### src/rtl/rv32_alu_issue.sv
// rv32_alu_issue: S1 issue register drives rv32_alu combinationally, S2 captures result/branch; S2->S1 bypass with RV32_ALU_ISSUE_FWD_EN.
// Latency: accept at edge N, result valid after edge N+1; one instruction per cycle, no bubbles.
// Backpressure: out_valid && !out_ready freezes S2, S1 and the alu_* drive; in_ready drops once both stages are full.
`ifndef RV32_DEFINES_SVH
`define RV32_DEFINES_SVH
`define ALU_ADD  4'd0
`define ALU_SUB  4'd1
`define ALU_SLL  4'd2
`define ALU_SLT  4'd3
`define ALU_SLTU 4'd4
`define ALU_XOR  4'd5
`define ALU_SRL  4'd6
`define ALU_SRA  4'd7
`define ALU_OR   4'd8
`define ALU_AND  4'd9
`define ALU_EQ   4'd10
`define ALU_NEQ  4'd11
`define ALU_SBT  4'd12
`define ALU_SBTU 4'd13
typedef logic [3:0] rv32_alu_op_t;
`endif

module rv32_alu_issue #(
    parameter int XLEN   = 32,
    parameter int PC_INC = 4
) (
    input  logic            clk,
    input  logic            rst,
    input  logic            flush,
    input  logic            in_valid,
    output logic            in_ready,
    input  logic [6:0]      in_opcode,
    input  logic [2:0]      in_funct3,
    input  logic            in_funct7_5,
    input  logic [4:0]      in_rd,
    input  logic [4:0]      in_rs1_idx,
    input  logic [4:0]      in_rs2_idx,
    input  logic [XLEN-1:0] in_rs1_val,
    input  logic [XLEN-1:0] in_rs2_val,
    input  logic [XLEN-1:0] in_imm,
    input  logic [XLEN-1:0] in_pc,
    output logic [XLEN-1:0] alu_rs1,
    output logic [XLEN-1:0] alu_rs2,
    output rv32_alu_op_t    alu_opcode,
    input  logic [XLEN-1:0] alu_res,
    input  logic            alu_z,
    output logic            out_valid,
    input  logic            out_ready,
    output logic [4:0]      out_rd,
    output logic            out_wb_en,
    output logic [XLEN-1:0] out_wb_data,
    output logic            out_br_taken,
    output logic [XLEN-1:0] out_br_target,
    output logic            out_illegal
);
    localparam logic [6:0] OPC_OP     = 7'b0110011;
    localparam logic [6:0] OPC_OPIMM  = 7'b0010011;
    localparam logic [6:0] OPC_LUI    = 7'b0110111;
    localparam logic [6:0] OPC_AUIPC  = 7'b0010111;
    localparam logic [6:0] OPC_BRANCH = 7'b1100011;
    localparam logic [6:0] OPC_JAL    = 7'b1101111;
    localparam logic [6:0] OPC_JALR   = 7'b1100111;

    typedef struct packed {
        logic [6:0]      opcode;
        logic [2:0]      funct3;
        logic            funct7_5;
        logic [4:0]      rd;
        logic [4:0]      rs1_idx;
        logic [4:0]      rs2_idx;
        logic [XLEN-1:0] rs1_val;
        logic [XLEN-1:0] rs2_val;
        logic [XLEN-1:0] imm;
        logic [XLEN-1:0] pc;
    } s1_t;

    s1_t             s1;
    logic            s1_valid;
    logic            s2_take;
    logic [XLEN-1:0] rs1_eff;
    logic [XLEN-1:0] rs2_eff;
    logic [XLEN-1:0] tgt_sum;
    logic [XLEN-1:0] tgt;
    logic            wb_req;
    logic            br_cond;
    logic            br_jump;
    logic            br_req;
    logic            illegal;
    logic            is_jalr;

    assign s2_take  = s1_valid && (!out_valid || out_ready);
    assign in_ready = !s1_valid || s2_take;

    function automatic rv32_alu_op_t arith_op(input logic [2:0] f3, input logic alt);
        case (f3)
            3'b000:  arith_op = alt ? `ALU_SUB : `ALU_ADD;
            3'b001:  arith_op = `ALU_SLL;
            3'b010:  arith_op = `ALU_SLT;
            3'b011:  arith_op = `ALU_SLTU;
            3'b100:  arith_op = `ALU_XOR;
            3'b101:  arith_op = alt ? `ALU_SRA : `ALU_SRL;
            3'b110:  arith_op = `ALU_OR;
            default: arith_op = `ALU_AND;
        endcase
    endfunction

    // Register values as seen by S1, optionally patched with the result waiting in S2.
    always_comb begin
        rs1_eff = s1.rs1_val;
        rs2_eff = s1.rs2_val;
`ifdef RV32_ALU_ISSUE_FWD_EN
        if (out_valid && out_wb_en && out_rd != 5'd0 && out_rd == s1.rs1_idx)
            rs1_eff = out_wb_data;
        if (out_valid && out_wb_en && out_rd != 5'd0 && out_rd == s1.rs2_idx)
            rs2_eff = out_wb_data;
`endif
    end

`ifndef RV32_ALU_ISSUE_FWD_EN
    logic unused_idx;
    assign unused_idx = ^{s1.rs1_idx, s1.rs2_idx};
`endif

    always_comb begin
        alu_rs1    = '0;
        alu_rs2    = '0;
        alu_opcode = `ALU_ADD;
        wb_req     = 1'b0;
        br_cond    = 1'b0;
        br_jump    = 1'b0;
        illegal    = 1'b0;
        is_jalr    = 1'b0;
        if (s1_valid) begin
            case (s1.opcode)
                OPC_OP: begin
                    alu_rs1    = rs1_eff;
                    alu_rs2    = rs2_eff;
                    alu_opcode = arith_op(s1.funct3, s1.funct7_5);
                    wb_req     = 1'b1;
                end
                OPC_OPIMM: begin
                    alu_rs1    = rs1_eff;
                    alu_rs2    = s1.imm;
                    alu_opcode = arith_op(s1.funct3, s1.funct7_5 && s1.funct3 == 3'b101);
                    wb_req     = 1'b1;
                end
                OPC_LUI: begin
                    alu_rs2 = s1.imm;
                    wb_req  = 1'b1;
                end
                OPC_AUIPC: begin
                    alu_rs1 = s1.pc;
                    alu_rs2 = s1.imm;
                    wb_req  = 1'b1;
                end
                OPC_BRANCH: begin
                    alu_rs1 = rs1_eff;
                    alu_rs2 = rs2_eff;
                    br_cond = 1'b1;
                    case (s1.funct3)
                        3'b000:  alu_opcode = `ALU_EQ;
                        3'b001:  alu_opcode = `ALU_NEQ;
                        3'b100:  alu_opcode = `ALU_SLT;
                        3'b101:  alu_opcode = `ALU_SBT;
                        3'b110:  alu_opcode = `ALU_SLTU;
                        3'b111:  alu_opcode = `ALU_SBTU;
                        default: begin
                            illegal = 1'b1;
                            br_cond = 1'b0;
                        end
                    endcase
                end
                OPC_JAL, OPC_JALR: begin
                    alu_rs1 = s1.pc;
                    alu_rs2 = XLEN'(PC_INC);
                    wb_req  = 1'b1;
                    br_jump = 1'b1;
                    is_jalr = (s1.opcode == OPC_JALR);
                end
                default: illegal = 1'b1;
            endcase
        end
    end

    // Kept apart from decode so alu_z never feeds back into the ALU drive.
    assign br_req  = br_jump || (br_cond && !alu_z);
    assign tgt_sum = (is_jalr ? rs1_eff : s1.pc) + s1.imm;
    assign tgt     = is_jalr ? {tgt_sum[XLEN-1:1], 1'b0} : tgt_sum;

    always_ff @(posedge clk) begin
        if (rst || flush) begin
            s1_valid      <= 1'b0;
            out_valid     <= 1'b0;
            out_rd        <= '0;
            out_wb_en     <= 1'b0;
            out_wb_data   <= '0;
            out_br_taken  <= 1'b0;
            out_br_target <= '0;
            out_illegal   <= 1'b0;
        end else begin
            if (in_valid && in_ready)
                s1_valid <= 1'b1;
            else if (s2_take)
                s1_valid <= 1'b0;
            if (s2_take) begin
                out_valid     <= 1'b1;
                out_rd        <= s1.rd;
                out_wb_en     <= wb_req && (s1.rd != 5'd0);
                out_wb_data   <= alu_res;
                out_br_taken  <= br_req;
                out_br_target <= tgt;
                out_illegal   <= illegal;
            end else if (out_ready) begin
                out_valid <= 1'b0;
            end
        end
    end

    always_ff @(posedge clk) begin
        if (in_valid && in_ready)
            s1 <= '{opcode: in_opcode, funct3: in_funct3, funct7_5: in_funct7_5, rd: in_rd,
                    rs1_idx: in_rs1_idx, rs2_idx: in_rs2_idx, rs1_val: in_rs1_val,
                    rs2_val: in_rs2_val, imm: in_imm, pc: in_pc};
    end
endmodule
### config.mk
export PLATFORM = sky130hd
export DESIGN_NAME = rv32_alu_issue
export DESIGN_NICKNAME = d
export VERILOG_FILES = /design/src/rtl/rv32_alu_issue.sv
export SDC_FILE = /design/constraint.sdc
export NUM_CORES = 1
export LEC_CHECK = 0
export ABC_AREA = 1
export BUFFER_PORTS_ARGS = -buffer_cell sky130_fd_sc_hd__buf_2
export CAP_MARGIN = 5
export CORE_MARGIN = 2
export CORE_UTILIZATION = 50
export DETAILED_ROUTE_END_ITERATION = 12
export GPL_TIMING_DRIVEN = 0
export PLACE_DENSITY_LB_ADDON = 0.15
export SYNTH_ARGS = -nofsm -noshare
export SYNTH_HDL_FRONTEND = slang
export SYNTH_SLANG_ARGS = --single-unit
### constraint.sdc
create_clock -name clk -period 6.9 [get_ports clk]
set_input_delay 0.69 -clock clk [delete_from_list [all_inputs] [get_ports clk]]
set_output_delay 0.69 -clock clk [all_outputs]
set_load 0.01 [all_outputs]
==> metrics.yaml <==
hold_viol: 0
synth-main-ff-cell: "edfxtp_1"
routabilityCongestion: 0.906
clock_skew_ns: 0.0106
synth_xor_xnor_area_share_pct: 1.02
drtIter0Drc: 941
post-route-min-period_ns: 3.55
vias_per_cell: 5.01
synthesis.nets: 1554
io_pins: 334
dieArea_um2: 23500
cts.sinks: 218
crit_top_cell: "nand3_1"
die_y_um: 153
antenna_found_initial: 4
critical_path.cell_chain: "buf_4 -> inv_2 -> nor2_2 -> nand2_2 -> buf_6 -> clkbuf_1 -> nand2_1 -> o21ai_0 -> ha_1 -> inv_1 -> fa_1 -> inv_1 -> nand3_1 -> nand3_1 -> nand3_1 -> nand3_1 -> nand2_1 -> nand3_1 -> nand3_1 -> nand2_1 -> inv_1"
yosys.area.top_type: "edfxtp_1"
critPathArrivalTime_ns: 3.97
crit_path_start_kind: "flip-flop"
grt_pass1_vias: 9725
syn2layout_area_growth_pct: 25.1
post-route-period-util_pct: 51.5
crit_path_end_kind: "flip-flop"
syn_area_per_cell_um2: 8.39
ant_nets: 0
power_uw: 3150
grt_pass1_wl_um: 49500
first_pass_iters: 6
overflow: 0
setup_viol: 0
ys_warn_count: 0
portBuffers: 323
yosys.area.top_type_share_pct: 38.7
max_freq_ghz: 0.281
drv_slew: 0
synth_top_family_by_area: "simple AND/OR/NAND/NOR gates"
cts_setup_buffers: 0
hold_buffers: 0
cts_buffers: 24
synth-seq-cells: 218
synth_compound_area_share_pct: 11.5
track_usage_pct: 26.5
cts_max_level: 1
wl_um: 31700
rows: 54
worstPathRequired_ns: 7.32
dp_hpwl_um: 25100
post_cts_resize_count: 0
yosys-top-cells-area: "edfxtp_1, dfxtp_1, nand2_1"
cts_root_buffer: "clkbuf_16"
cts_tree: "yes"
critPathSlowestCell: "fa_1"
grt_max_degree: 109
syn_area_um2: 11200
post-synth-top-count-cell: "nand2_1"
yosysSeqAreaShare_pct: 52.0
critPathMaxStageDelay_ns: 0.40
nFillCells: 1933
wl_per_cell_um: 16.0
rsz0062_at_grt: "false"
clk_latency_ns: 0.52
ys_types: 43
status: "complete, no violations"
drive_above_1_share_pct: 26.9
clk_pin_slew_ns: 0.06
yosys.area_share.simple_pct: 22.6
ir_worst_vdd_mv: 0.224
floorplan.initialDensity_pct: 51.0
crit_type: "reg2reg"
netlist_top_cells_count: "nand2_1, inv_1, nor2_1"
synthAdderAreaFrac_pct: 3.65
crit_fanout: 10
die_width_um: 153
tightest_slew_ns: 0.958
nets: 1904
dr_total_vias: 9916
postSynth.asyncResetShare_pct: 0
core_region_area_um2: 21900
slew-limit-headroom_pct: 36.1
synth-edff-count: 144
cap_viol_max_count: 0
clk_path_buf_depth: 3
synthMuxAreaShare_pct: 0
setup_tns_ns: 0
synth_cells: 1330
powerDensity_nw_per_um2: 226
hp-class: "in2reg"
drc: 0
p_leak_uw: 0.00709
-- routing by layer --
metal  vias to the layer above  wire [um]  share of wire [%]  GRT usage (%)
li1                       5006          -                  -              -
met1                      4481      13700                 43           34.7
met2                       376      14800                 47           45.3
met3                        51       2440                7.7           5.39
met4                         2        718                2.3           6.47
met5                         -         13              0.041              0
-- layout by cell type, fill, tap and decap left out, types with 4 or more instances in the layout --
cell | Yosys | layout
clkbuf_1 | 27 | 29
dfxtp_1 | 74 | 74
buf_4 | 5 | 5
o21ai_1 | 13 | 13
edfxtp_1 | 144 | 144
clkbuf_16 | 0 | 25
nand2_1 | 301 | 301
ha_1 | 31 | 31
nand3_1 | 81 | 81
inv_1 | 200 | 199
nor3_1 | 4 | 4
a22oi_2 | 29 | 29
clkbuf_8 | 0 | 6
nor2_1 | 188 | 188
buf_2 | 13 | 336
o21ai_0 | 109 | 109
xor2_1 | 12 | 12
inv_2 | 5 | 5
nor2_2 | 22 | 22
a21oi_1 | 35 | 35
-- stage by stage --
| step | instances | setup WS, ns | hold WS, ns | cell area (um2) | utilization [%] |
|---|---|---|---|---|---|
| 6_report | 1979 | 3.35 | 0.340 | 14000 | 63.8 |
| 5_1_grt | 1979 | 3.07 | 0.320 | 14000 | 63.8 |
| 4_1_cts | 1977 | 3.37 | 0.330 | 14000 | 63.8 |
| 3_5_place_dp | 1934 | 3.38 | 0.452 | 13200 | 60.1 |
| 3_3_place_gp | 1933 | 1.42 | 0.451 | 13100 | 60.0 |
| 2_1_floorplan | 1330 | 2.61 | 0.472 | 11200 | - |
-- worst max-delay path: cells and delay by family (launching register included) --
kind                     cells  cell delay (ns)
buffers and inverters        7             1.19
AND/OR/NAND/NOR             11             1.11
adder cells (fa/ha/maj)      2             0.74
flip-flops                   1             0.30
AO/OA/AOI/OAI                1             0.12
-- cells by family (layout without fill, tap and decap cells) --
logic type      after synthesis  after routing
other cells                   0              2
buf+inv                     254            621
fa+ha+maj                    32             32
compound gates              202            202
xor+xnor                     13             13
simple gates                611            611
flops                       218            218
-- area by class of cell --
type | instances | area, um2 | area share [%]
buffer | 49 | 258 | 1.85
multi-input combinational | 858 | 4330 | 31.0
sequential | 218 | 5810 | 41.6
antenna | 2 | 5.00 | 0.0358
inverter | 205 | 774 | 5.55
clock inverter | 4 | 46.3 | 0.331
clock buffer | 39 | 753 | 5.39
timing repair buffer | 324 | 1640 | 11.8
tap | 280 | 350 | 2.51
-- where the power goes --
group | switching [uW] | leakage (uW) | internal (uW)
Sequential | 31.6 | 0.00201 | 1460
Combinational | 243 | 0.00468 | 137
Clock | 505 | 0.000406 | 780
Total | 780 | 0.00709 | 2380
-- registers in the layout, summed over array words and instances, names as in the netlist --
signal         cells
s1                80
out_br_target     32
out_wb_data       32
rs1_eff           32
rs2_eff           32
out_rd             5
out_br_taken       1
out_illegal        1
out_valid          1
out_wb_en          1
s1_valid           1
-- worst paths after layout --
kind                             to  cells past startpoint  slack, ns     startpoint
setup / recovery  out_br_target[28]                     21       3.35       s1_valid
hold / removal           rs2_eff[5]                      1       0.34  in_rs2_val[5]
setup reg to reg  out_br_target[28]                     21       3.35       s1_valid
hold reg to reg           out_rd[0]                      2       0.46      out_rd[0]
Power figures use the tool's default switching activity.
